`config.mk`:
```
export PLATFORM = sky130hd
export DESIGN_NAME = multicycle_control_flat
export DESIGN_NICKNAME = d
export VERILOG_FILES = /design/src/rtl/multicycle_control_if.sv /design/src/rtl/multicycle_control.sv /design/src/flat_wrapper.sv
export SDC_FILE = /design/constraint.sdc
export NUM_CORES = 1
export LEC_CHECK = 0
export CORE_MARGIN = 3
export CORE_UTILIZATION = 44
export DETAILED_ROUTE_END_ITERATION = 10
export GPL_TIMING_DRIVEN = 0
export HOLD_SLACK_MARGIN = 0.02
export PLACE_DENSITY_LB_ADDON = 0.12
export SYNTH_ARGS = -nofsm -noshare
export SYNTH_HDL_FRONTEND = slang
export SYNTH_SLANG_ARGS = --single-unit
```
`constraint.sdc`:
```
create_clock -name clk -period 2.85 [get_ports clk]
set_clock_uncertainty 0.2 [all_clocks]
set_input_delay 0.285 -clock clk [delete_from_list [all_inputs] [get_ports clk]]
set_output_delay 0.285 -clock clk [all_outputs]
set_load 0.01 [all_outputs]
```
`src/rtl/multicycle_control_if.sv`:
```
// ============================================================================
// Module      : multicycle_control_if
// Description : Instruction/memory-side bus between the multi-cycle MIPS
//               controller and its IR, memory port and datapath.
// Revision    : 1.0
// ============================================================================
`default_nettype none

interface multicycle_control_if;
    logic [5:0] opcode;
    logic [5:0] function_code;
    logic [4:0] b_code;
    logic       pc_is_zero;
    logic       mem_waitrequest;
    logic [2:0] state;
    logic       active;
    logic       mem_read;
    logic       mem_write;
    logic       iord;
    logic       ir_write;
    logic       pc_write;
    logic       reg_write_enable;
    logic       multdiv_start;
    logic       hi_wren;
    logic       lo_wren;
    logic       multdiv_busy;
    logic       stall;

    modport slave (
        input  opcode, function_code, b_code, pc_is_zero, mem_waitrequest,
        output state, active, mem_read, mem_write, iord, ir_write, pc_write,
               reg_write_enable, multdiv_start, hi_wren, lo_wren, multdiv_busy, stall
    );

    modport master (
        output opcode, function_code, b_code, pc_is_zero, mem_waitrequest,
        input  state, active, mem_read, mem_write, iord, ir_write, pc_write,
               reg_write_enable, multdiv_start, hi_wren, lo_wren, multdiv_busy, stall
    );
endinterface

`default_nettype wire

```
`src/rtl/multicycle_control.sv`:
```
// ============================================================================
// Module      : multicycle_control
// Description : Multi-cycle MIPS controller (FETCH/DECODE/EXEC/MEM/WB/HALT)
//               with background mult/div latency counter.
//               Optional macro HILO_INTERLOCK_EN stalls HI/LO ops while busy.
// Revision    : 1.0
// ============================================================================
`default_nettype none

module multicycle_control #(
    parameter int MULT_LATENCY = 4,
    parameter int DIV_LATENCY  = 32
) (
    input  wire logic             clk,
    input  wire logic             reset,
    multicycle_control_if.slave   bus
);

    localparam int c_CNT_W = $clog2(DIV_LATENCY + 1);

    localparam logic [2:0] c_FETCH  = 3'd0;
    localparam logic [2:0] c_DECODE = 3'd1;
    localparam logic [2:0] c_EXEC   = 3'd2;
    localparam logic [2:0] c_MEM    = 3'd3;
    localparam logic [2:0] c_WB     = 3'd4;
    localparam logic [2:0] c_HALT   = 3'd5;

    localparam logic [c_CNT_W-1:0] c_MULT_LOAD = c_CNT_W'(MULT_LATENCY);
    localparam logic [c_CNT_W-1:0] c_DIV_LOAD  = c_CNT_W'(DIV_LATENCY);
    localparam logic [c_CNT_W-1:0] c_ONE       = c_CNT_W'(1);

    logic [2:0]         r_state;
    logic [2:0]         w_next_state;
    logic [c_CNT_W-1:0] r_count;

    logic [5:0] w_op;
    logic [5:0] w_fn;
    logic       w_rtype, w_is_mult, w_is_div, w_is_mthi, w_is_mtlo;
    logic       w_is_jump, w_is_load, w_is_store, w_reg_write;
    logic       w_hold, w_busy, w_start, w_done;

    assign w_op = bus.opcode;
    assign w_fn = bus.function_code;

    assign w_rtype    = (w_op == 6'd0);
    assign w_is_mult  = w_rtype && (w_fn == 6'd24 || w_fn == 6'd25);
    assign w_is_div   = w_rtype && (w_fn == 6'd26 || w_fn == 6'd27);
    assign w_is_mthi  = w_rtype && (w_fn == 6'd17);
    assign w_is_mtlo  = w_rtype && (w_fn == 6'd19);
    assign w_is_jump  = (w_op == 6'd2) || (w_op == 6'd3) ||
                        (w_rtype && (w_fn == 6'd8 || w_fn == 6'd9));
    assign w_is_load  = (w_op >= 6'd32) && (w_op <= 6'd38);
    assign w_is_store = (w_op == 6'd40) || (w_op == 6'd41) || (w_op == 6'd43);
    assign w_reg_write = (w_rtype && (w_fn != 6'd8) && !(w_fn >= 6'd24 && w_fn <= 6'd27)) ||
                         (w_op == 6'd3) || (w_op >= 6'd9 && w_op <= 6'd15) ||
                         (w_op == 6'd1 && (bus.b_code == 5'd16 || bus.b_code == 5'd17));

    assign w_busy = (r_count != '0);

`ifdef HILO_INTERLOCK_EN
    logic w_hilo_op;
    assign w_hilo_op = w_is_mult || w_is_div || w_is_mthi || w_is_mtlo ||
                       (w_rtype && (w_fn == 6'd16 || w_fn == 6'd18));
    assign w_hold    = (r_state == c_EXEC) && w_hilo_op && w_busy;
`else
    assign w_hold    = 1'b0;
`endif

    assign w_start = !reset && (r_state == c_EXEC) && !w_hold && (w_is_mult || w_is_div);
    // A reload on the completion cycle drops the old result, so no write.
    assign w_done  = !reset && (r_count == c_ONE) && !w_start;

    always_ff @(posedge clk) begin
        if (reset) begin
            r_state <= c_FETCH;
        end else begin
            r_state <= w_next_state;
        end
    end

    always_ff @(posedge clk) begin
        if (reset) begin
            r_count <= '0;
        end else if (w_start) begin
            r_count <= w_is_div ? c_DIV_LOAD : c_MULT_LOAD;
        end else if (w_busy) begin
            r_count <= r_count - c_ONE;
        end
    end

    always_comb begin
        w_next_state = r_state;
        case (r_state)
            c_FETCH: begin
                if (bus.pc_is_zero)             w_next_state = c_HALT;
                else if (!bus.mem_waitrequest)  w_next_state = c_DECODE;
            end
            c_DECODE: w_next_state = c_EXEC;
            c_EXEC: begin
                if (w_hold)                               w_next_state = c_EXEC;
                else if (w_is_load || w_is_store)         w_next_state = c_MEM;
                else if (w_is_mthi || w_is_mtlo)          w_next_state = c_FETCH;
                else if (w_is_mult || w_is_div)           w_next_state = c_FETCH;
                else if (w_reg_write)                     w_next_state = c_WB;
                else                                      w_next_state = c_FETCH;
            end
            c_MEM: begin
                if (!bus.mem_waitrequest) w_next_state = w_is_load ? c_WB : c_FETCH;
            end
            c_WB:    w_next_state = c_FETCH;
            c_HALT:  w_next_state = c_HALT;
            default: w_next_state = c_FETCH;
        endcase
    end

    // Strobes are forced low while reset is held so the reset cycle is quiet.
    always_comb begin
        bus.mem_read         = 1'b0;
        bus.mem_write        = 1'b0;
        bus.iord             = 1'b0;
        bus.ir_write         = 1'b0;
        bus.pc_write         = 1'b0;
        bus.reg_write_enable = 1'b0;
        bus.hi_wren          = 1'b0;
        bus.lo_wren          = 1'b0;
        if (!reset) begin
            case (r_state)
                c_FETCH: begin
                    if (!bus.pc_is_zero) begin
                        bus.mem_read = 1'b1;
                        bus.ir_write = !bus.mem_waitrequest;
                        bus.pc_write = !bus.mem_waitrequest;
                    end
                end
                c_EXEC: begin
                    // Conditional-branch PC update is qualified in the datapath.
                    if (!w_hold) begin
                        bus.pc_write = w_is_jump;
                        bus.hi_wren  = w_is_mthi;
                        bus.lo_wren  = w_is_mtlo;
                    end
                end
                c_MEM: begin
                    bus.mem_read  = w_is_load;
                    bus.mem_write = w_is_store;
                    bus.iord      = 1'b1;
                end
                c_WB:    bus.reg_write_enable = 1'b1;
                default: ;
            endcase
            if (w_done && r_state != c_HALT) begin
                bus.hi_wren = 1'b1;
                bus.lo_wren = 1'b1;
            end
        end
    end

    assign bus.state         = r_state;
    assign bus.active        = (r_state != c_HALT);
    assign bus.multdiv_start = w_start;
    assign bus.multdiv_busy  = w_busy;
    assign bus.stall         = !reset && w_hold;

endmodule

`default_nettype wire
```
`src/flat_wrapper.sv`:
```
// flat-port wrapper written by rule: the top's interface ports become plain ports
module multicycle_control_flat 
#(
    parameter int MULT_LATENCY = 4,
    parameter int DIV_LATENCY  = 32
)
  (clk, reset, bus_opcode, bus_function_code, bus_b_code, bus_pc_is_zero, bus_mem_waitrequest, bus_state, bus_active, bus_mem_read, bus_mem_write, bus_iord, bus_ir_write, bus_pc_write, bus_reg_write_enable, bus_multdiv_start, bus_hi_wren, bus_lo_wren, bus_multdiv_busy, bus_stall);
  multicycle_control_if bus_i ();
  input  wire logic clk;
  input  wire logic reset;
  input wire logic [$bits(bus_i.opcode)-1:0] bus_opcode;
  input wire logic [$bits(bus_i.function_code)-1:0] bus_function_code;
  input wire logic [$bits(bus_i.b_code)-1:0] bus_b_code;
  input wire logic [$bits(bus_i.pc_is_zero)-1:0] bus_pc_is_zero;
  input wire logic [$bits(bus_i.mem_waitrequest)-1:0] bus_mem_waitrequest;
  output wire logic [$bits(bus_i.state)-1:0] bus_state;
  output wire logic [$bits(bus_i.active)-1:0] bus_active;
  output wire logic [$bits(bus_i.mem_read)-1:0] bus_mem_read;
  output wire logic [$bits(bus_i.mem_write)-1:0] bus_mem_write;
  output wire logic [$bits(bus_i.iord)-1:0] bus_iord;
  output wire logic [$bits(bus_i.ir_write)-1:0] bus_ir_write;
  output wire logic [$bits(bus_i.pc_write)-1:0] bus_pc_write;
  output wire logic [$bits(bus_i.reg_write_enable)-1:0] bus_reg_write_enable;
  output wire logic [$bits(bus_i.multdiv_start)-1:0] bus_multdiv_start;
  output wire logic [$bits(bus_i.hi_wren)-1:0] bus_hi_wren;
  output wire logic [$bits(bus_i.lo_wren)-1:0] bus_lo_wren;
  output wire logic [$bits(bus_i.multdiv_busy)-1:0] bus_multdiv_busy;
  output wire logic [$bits(bus_i.stall)-1:0] bus_stall;
  assign bus_i.opcode = bus_opcode;
  assign bus_i.function_code = bus_function_code;
  assign bus_i.b_code = bus_b_code;
  assign bus_i.pc_is_zero = bus_pc_is_zero;
  assign bus_i.mem_waitrequest = bus_mem_waitrequest;
  assign bus_state = bus_i.state;
  assign bus_active = bus_i.active;
  assign bus_mem_read = bus_i.mem_read;
  assign bus_mem_write = bus_i.mem_write;
  assign bus_iord = bus_i.iord;
  assign bus_ir_write = bus_i.ir_write;
  assign bus_pc_write = bus_i.pc_write;
  assign bus_reg_write_enable = bus_i.reg_write_enable;
  assign bus_multdiv_start = bus_i.multdiv_start;
  assign bus_hi_wren = bus_i.hi_wren;
  assign bus_lo_wren = bus_i.lo_wren;
  assign bus_multdiv_busy = bus_i.multdiv_busy;
  assign bus_stall = bus_i.stall;
  multicycle_control #(.MULT_LATENCY(MULT_LATENCY), .DIV_LATENCY(DIV_LATENCY)) u_core (.clk(clk), .reset(reset), .bus(bus_i));
endmodule
```
* Word level (Yosys, flattened, before mapping)
Cells that the tools add are included.
** Word-level totals
- Bits in registers :: 9
- Bits of input ports :: 21
- Output and inout port bits :: 15
** Cells by class
- Add/sub/neg operators :: 1
- Order comparisons :: 6
- Equal/unequal tests :: 26
- Multiplexer cells :: 32
- Reduce and logical (&&, ||, !) cells :: 39
** Operators by type and width (count)
- $eq A6 B5 Y1 const B :: 6
- $mux W3 :: 8
- $eq A6 B6 Y1 const B :: 3
- $mux W1 :: 18
- $mux W6 :: 3
- $logic_and A1 B1 Y1 :: 16
- $pmux W3 S5 :: 1
- $logic_or A1 B1 Y1 :: 14
- $eq A6 B1 Y1 const B :: 2
- $eq A6 B2 Y1 const B :: 2
- $eq A6 B4 Y1 const B :: 2
- $eq A5 B5 Y1 const B :: 2
- $eq A3 B2 Y1 const B :: 2
- $eq A3 B3 Y1 const B :: 2
- $ge A6 B4 Y1 const B :: 1
- $ge A6 B5 Y1 const B :: 1
- $ge A6 B6 Y1 const B :: 1
- $le A6 B4 Y1 const B :: 1
- $le A6 B5 Y1 const B :: 1
- $le A6 B6 Y1 const B :: 1
- $logic_not A6 Y1 :: 1
- $ne A3 B3 Y1 const B :: 2
- $ne A6 B4 Y1 const B :: 1
- $reduce_bool A6 Y1 :: 1
- 8 further kinds :: 12

* Longest topological paths before layout
- Depth in word-level cells :: 12
- Mapped depth :: 6
- Gate-level depth less buffers :: 5

* Worst setup path before layout
No wires, ideal clock.
- Path kind :: input to output
- From :: input bus_opcode[3]
- To :: output bus_hi_wren
- Data arrival time :: 1.560 ns
- Required time :: 2.365 ns
- Setup slack :: 0.805 ns
- Cell stages on the path :: 5
- Path buffers :: 0
- Cell sequence :: or4_4 > and4bb_4 > a41o_2 > or2_2 > o21ai_1
** Between the ends
- Word-level cells in the longest chain between the ends :: 9
- Elaborated cells between the ends (all ways) :: 12
- Classes of those cells :: 3 x mux; 9 x reduce/logical
** RTL lines
- start: declaration :: line flat_wrapper.sv:11 : input wire logic [$bits(bus_i.opcode)-1:0] bus_opcode;
- $logic_not A6 Y1 * :: line multicycle_control.sv:45 : assign w_rtype = (w_op == 6'd0);
- $logic_and A1 B1 Y1, on equally long branches :: line multicycle_control.sv:46, multicycle_control.sv:47
- $logic_or A1 B1 Y1 :: line multicycle_control.sv:69 : assign w_start = !reset && (r_state == c_EXEC) && !w_hold && (w_is_mult || w_is_div);
- $logic_and A1 B1 Y1 :: line multicycle_control.sv:69
- $logic_not A1 Y1 :: line multicycle_control.sv:71 : assign w_done = !reset && (r_count == c_ONE) && !w_start;
- $logic_and A1 B1 Y1 :: line multicycle_control.sv:71
- $logic_and A1 B1 Y1 :: line multicycle_control.sv:151 : if (w_done && r_state != c_HALT) begin
- $mux W1 * :: line multicycle_control.sv:151
- $mux W1 * :: line multicycle_control.sv:126 : if (!reset) begin
- end: declaration :: line flat_wrapper.sv:25 : output wire logic [$bits(bus_i.hi_wren)-1:0] bus_hi_wren;
Mark *: on every way between the ends. The rest lies on a longest branch, timed or not.

* Worst setup path in the final report
- From :: input bus_opcode[5]
- To :: output bus_multdiv_start
** Between the ends
- Word-level cells in the longest chain between the ends :: 4
- Elaborated cells between the ends (all ways) :: 5
- Classes of those cells :: 5 x reduce/logical
** RTL lines
- $logic_not A6 Y1 * :: line multicycle_control.sv:45
- $logic_and A1 B1 Y1, on equally long branches :: line multicycle_control.sv:46, multicycle_control.sv:47
- $logic_or A1 B1 Y1 * :: line multicycle_control.sv:69
- $logic_and A1 B1 Y1 * :: line multicycle_control.sv:69
- end: declaration :: line flat_wrapper.sv:24 : output wire logic [$bits(bus_i.multdiv_start)-1:0] bus_multdiv_start;
Marked as above.

==> impl_metrics.py <==
metrics = {
    "detailed_routing": {
        "postRouteAntennaNets": 0,
        "dr_total_vias": 950,
        "drc": 0,
        "dr.first_iter.drc_count": 24,
        "vias_per_cell": 5.523,
        "wire_per_inst_um": 13.25,
        "drt_wl_total_um": 2279,
        "firstDrtPassIters": 4,
    },
    "floorplanning": {
        "die_width_um": 48.46,
        "core_area_mm2": 0.001594,
        "dieHeight_um": 48.46,
        "design.die.area_mm2": 0.002348,
        "pin_count": 36,
        "rows": 14,
        "initial_core_util": 0.4976,
    },
    "critical_path": {
        "cp_common_cell": "clkdlybuf4s50_1",
        "slowest_delay_ns": 0.54,
        "r2r_setup_slack_ns": 1.09,
        "cp-end-kind": "primary output",
        "cp-start-kind": "primary input",
        "cp.arrival_ns": 2.33,
        "required_ns": 2.37,
        "worstSetupPathType": "primary input to primary output",
        "rr_worst_depth": 5,
        "reg2reg_to": "u_core.r_count[2]$_SDFFE_PP0P_",
        "crit_fanout": 5,
        "cp_slowest_cell": "clkdlybuf4s50_1",
        "crit_chain": "clkdlybuf4s50_1 > or4_4 > and4bb_4 > and3_1 > clkdlybuf4s50_1",
        "cp-startpoint": "bus_opcode[5]",
        "r2r_start": "u_core.bus.state[0]$_SDFFE_PP0P_",
    },
    "synth": {
        "synthAdderAreaFrac": 0.03155,
        "yosysSeqAreaShare": 0.2271,
        "yosys_warnings": 0,
        "synth_compound_area_frac": 0.2445,
        "synth_xor_area_frac": 0.02208,
        "ys_types": 41,
        "syn_avg_cell_area_um2": 7.211,
        "async_flop_share": 0,
        "syn_nets": 133,
        "synth_area_leader_cell": "dfxtp_1",
        "synth.area.top_cells": "dfxtp_1 (23%), a21oi_1 (5.7%), nor2_1 (5.7%), nand2_1 (5.2%), ha_1 (3.2%)",
        "netlist_instances": 110,
        "ys_seq_elements": 9,
        "synth_top_family_by_area": "simple AND/OR/NAND/NOR gates",
        "syn_area_um2": 793.3,
        "synth_edf_count": 0,
        "synth_simple_gate_area_share": 0.4038,
        "ys.flop_type": "dfxtp_1",
        "synth_top_area_frac": 0.2271,
        "muxShareOfSynthArea": 0.01420,
    },
    "layout": {
        "syn2layout_area_growth_pct": 52.21,
        "final_core_util": 0.7575,
        "seq_area_um2": 180.2,
        "final_nets": 172,
        "fin_cells": 172,
        "diodes": 0,
        "mostFrequentLayoutCell": "clkdlybuf4s50_1",
        "mostFrequentLayoutCells": "clkdlybuf4s50_1 (28), nor2_1 (12), nand2_1 (11), a21oi_1 (9), dfxtp_1 (9)",
        "fill_cells": 137,
        "drive_gt1_frac": 0.09459,
        "multi_input_area_um2": 593.1,
    },
    "timing": {
        "setup_viol": 0,
        "finalHoldViolations": 0,
        "fin_crit_sh": 0.9867,
        "period_needed_ns": 2.812,
        "hold_ws_ns": 0.3009,
        "worst_slack_ns": 0.03778,
        "fmaxAchievable_ghz": 0.3556,
        "maxSlewHeadroom": 0.6370,
        "tightest_slew_ns": 0.5395,
        "drv_slew": 0,
        "setup_tns_ns": 0,
    },
    "placed_design": {
        "portBuffers": 33,
        "gp_congestion": 0.8613,
        "preCtsSetupSlack_ns": -0.2813,
        "post-place-cells": 167,
        "post-dp-hpwl_um": 1835,
    },
    "clock_network": {
        "cts.htree.levels": 1,
        "hold_buffers": 0,
        "insertion_delay_ns": 0.26,
        "cts_made_buffers": 3,
        "cts.sinks": 9,
        "cts_tree": "yes",
        "cts_buffer_depth": 2,
        "clk_pin_slew_ns": 0.06,
        "cts-root-buf": "clkbuf_4",
    },
    "global_routing": {
        "grt_pass1_wl_um": 3677,
        "track_usage": 0.1955,
        "grt_pass1_vias": 913,
        "grt_max_degree": 11,
        "overflow": 0,
        "antenna_found_initial": 0,
    },
    "power_and_ir_drop": {
        "max-vdd-ir-drop_uv": 233.1,
        "power.density_mw_per_mm2": 574.8,
        "p_leak_nw": 0.4337,
    },
    "min_path": {
        "hold_path_depth": 2,
        "hp-start": "u_core.r_count[4]$_SDFFE_PP0P_",
        "hold_path.class": "flop to flop",
        "worstHoldEndpoint": "u_core.r_count[4]$_SDFFE_PP0P_",
    },
    "run": {
        "maxCapViolCount": 0,
    },
    "outcome": {
        "status": "finished, final reports clean",
    },
}
[layout make-up]
class | count | area share
multi-input cells | 91 | 0.4912
inverters | 5 | 0.01554
well taps | 24 | 0.02487
repair buffers | 35 | 0.2819
clock buffers | 4 | 0.02176
plain buffers | 4 | 0.01554
flip-flops and latches | 9 | 0.1492
[synth_stat cells, types with 2 or more instances]
| cell | count |
|---|---|
| a21oi_1 | 9 |
| nand4b_1 | 2 |
| nand2b_1 | 3 |
| dfxtp_1 | 9 |
| o21ai_1 | 2 |
| clkbuf_1 | 4 |
| o22ai_1 | 2 |
| nand3_1 | 2 |
| ha_1 | 2 |
| nor2b_1 | 3 |
| a211oi_1 | 3 |
| nand2_1 | 11 |
| nor2_1 | 12 |
| nor4_1 | 3 |
| nor3b_1 | 3 |
| nand3b_1 | 2 |
| o21ai_0 | 5 |
| inv_1 | 5 |
| or3_1 | 3 |
| nor3_1 | 3 |
| nor4b_1 | 2 |
[where the power goes]
group,switching (mW),internal [mW],leakage [nW]
logic,0.190,0.189,0.344
clock network,0.0470,0.0541,0.0150
registers,0.0494,0.164,0.0742
total,0.287,0.407,0.434
[worst max path at each step]
stage,end,depth (start not counted)
2_1_floorplan,bus_hi_wren,5
3_3_place_gp,bus_hi_wren,7
3_5_place_dp,bus_hi_wren,7
4_1_cts,bus_hi_wren,7
5_1_grt,bus_lo_wren,7
6_report,bus_multdiv_start,5
[routing by layer]
metal,up-vias,part of all wire,global-route usage,wire length [um]
met1,436,0.39,0.1832,888
met4,0,0.011,0.08531,25
li1,482,-,-,-
met2,28,0.56,0.4083,1267
met3,4,0.043,0.02761,98
met5,-,0,0,0
[critical path: cells and delay by family]
| family | cells | cell delay, ns |
|---|---|---|
| and+or+nand+nor | 3 | 1.06 |
| buffers and inverters | 2 | 0.98 |
[metrics by stage]
step / instance area (um^2) / power, mW
after floorplan: 793.3 / 0.4482
after global placement: 1154 / 0.5765
after detailed placement: 1154 / 0.5957
after CTS: 1179 / 0.6947
after global routing: 1207 / 0.7501
final: 1207 / 0.6940
[cell families (layout without fill, tap and decap cells)]
logic type	after synthesis	count (layout)
AO/OA/AOI/OAI	30	30
flip-flops	9	9
multiplexers	1	1
buffers and inverters	10	48
AND/OR/NAND/NOR	55	55
XOR/XNOR	2	2
adder cells (fa/ha/maj)	2	2
other	1	1
[flip-flops by register name, summed over array words and instances, names as in the netlist]
register,flops
u_core.bus.state,3
u_core.r_count,6
[repair_timing]
| action | 4_1_cts | 5_1_grt |
|---|---|---|
| cloned | 0 | 0 |
| gates resized for setup | 6 | 3 |
| buffers inserted | 0 | 2 |
| pin swaps | 0 | 1 |
| setup endpoints to repair | 4 | 4 |
(Power assumes the default switching activity.)
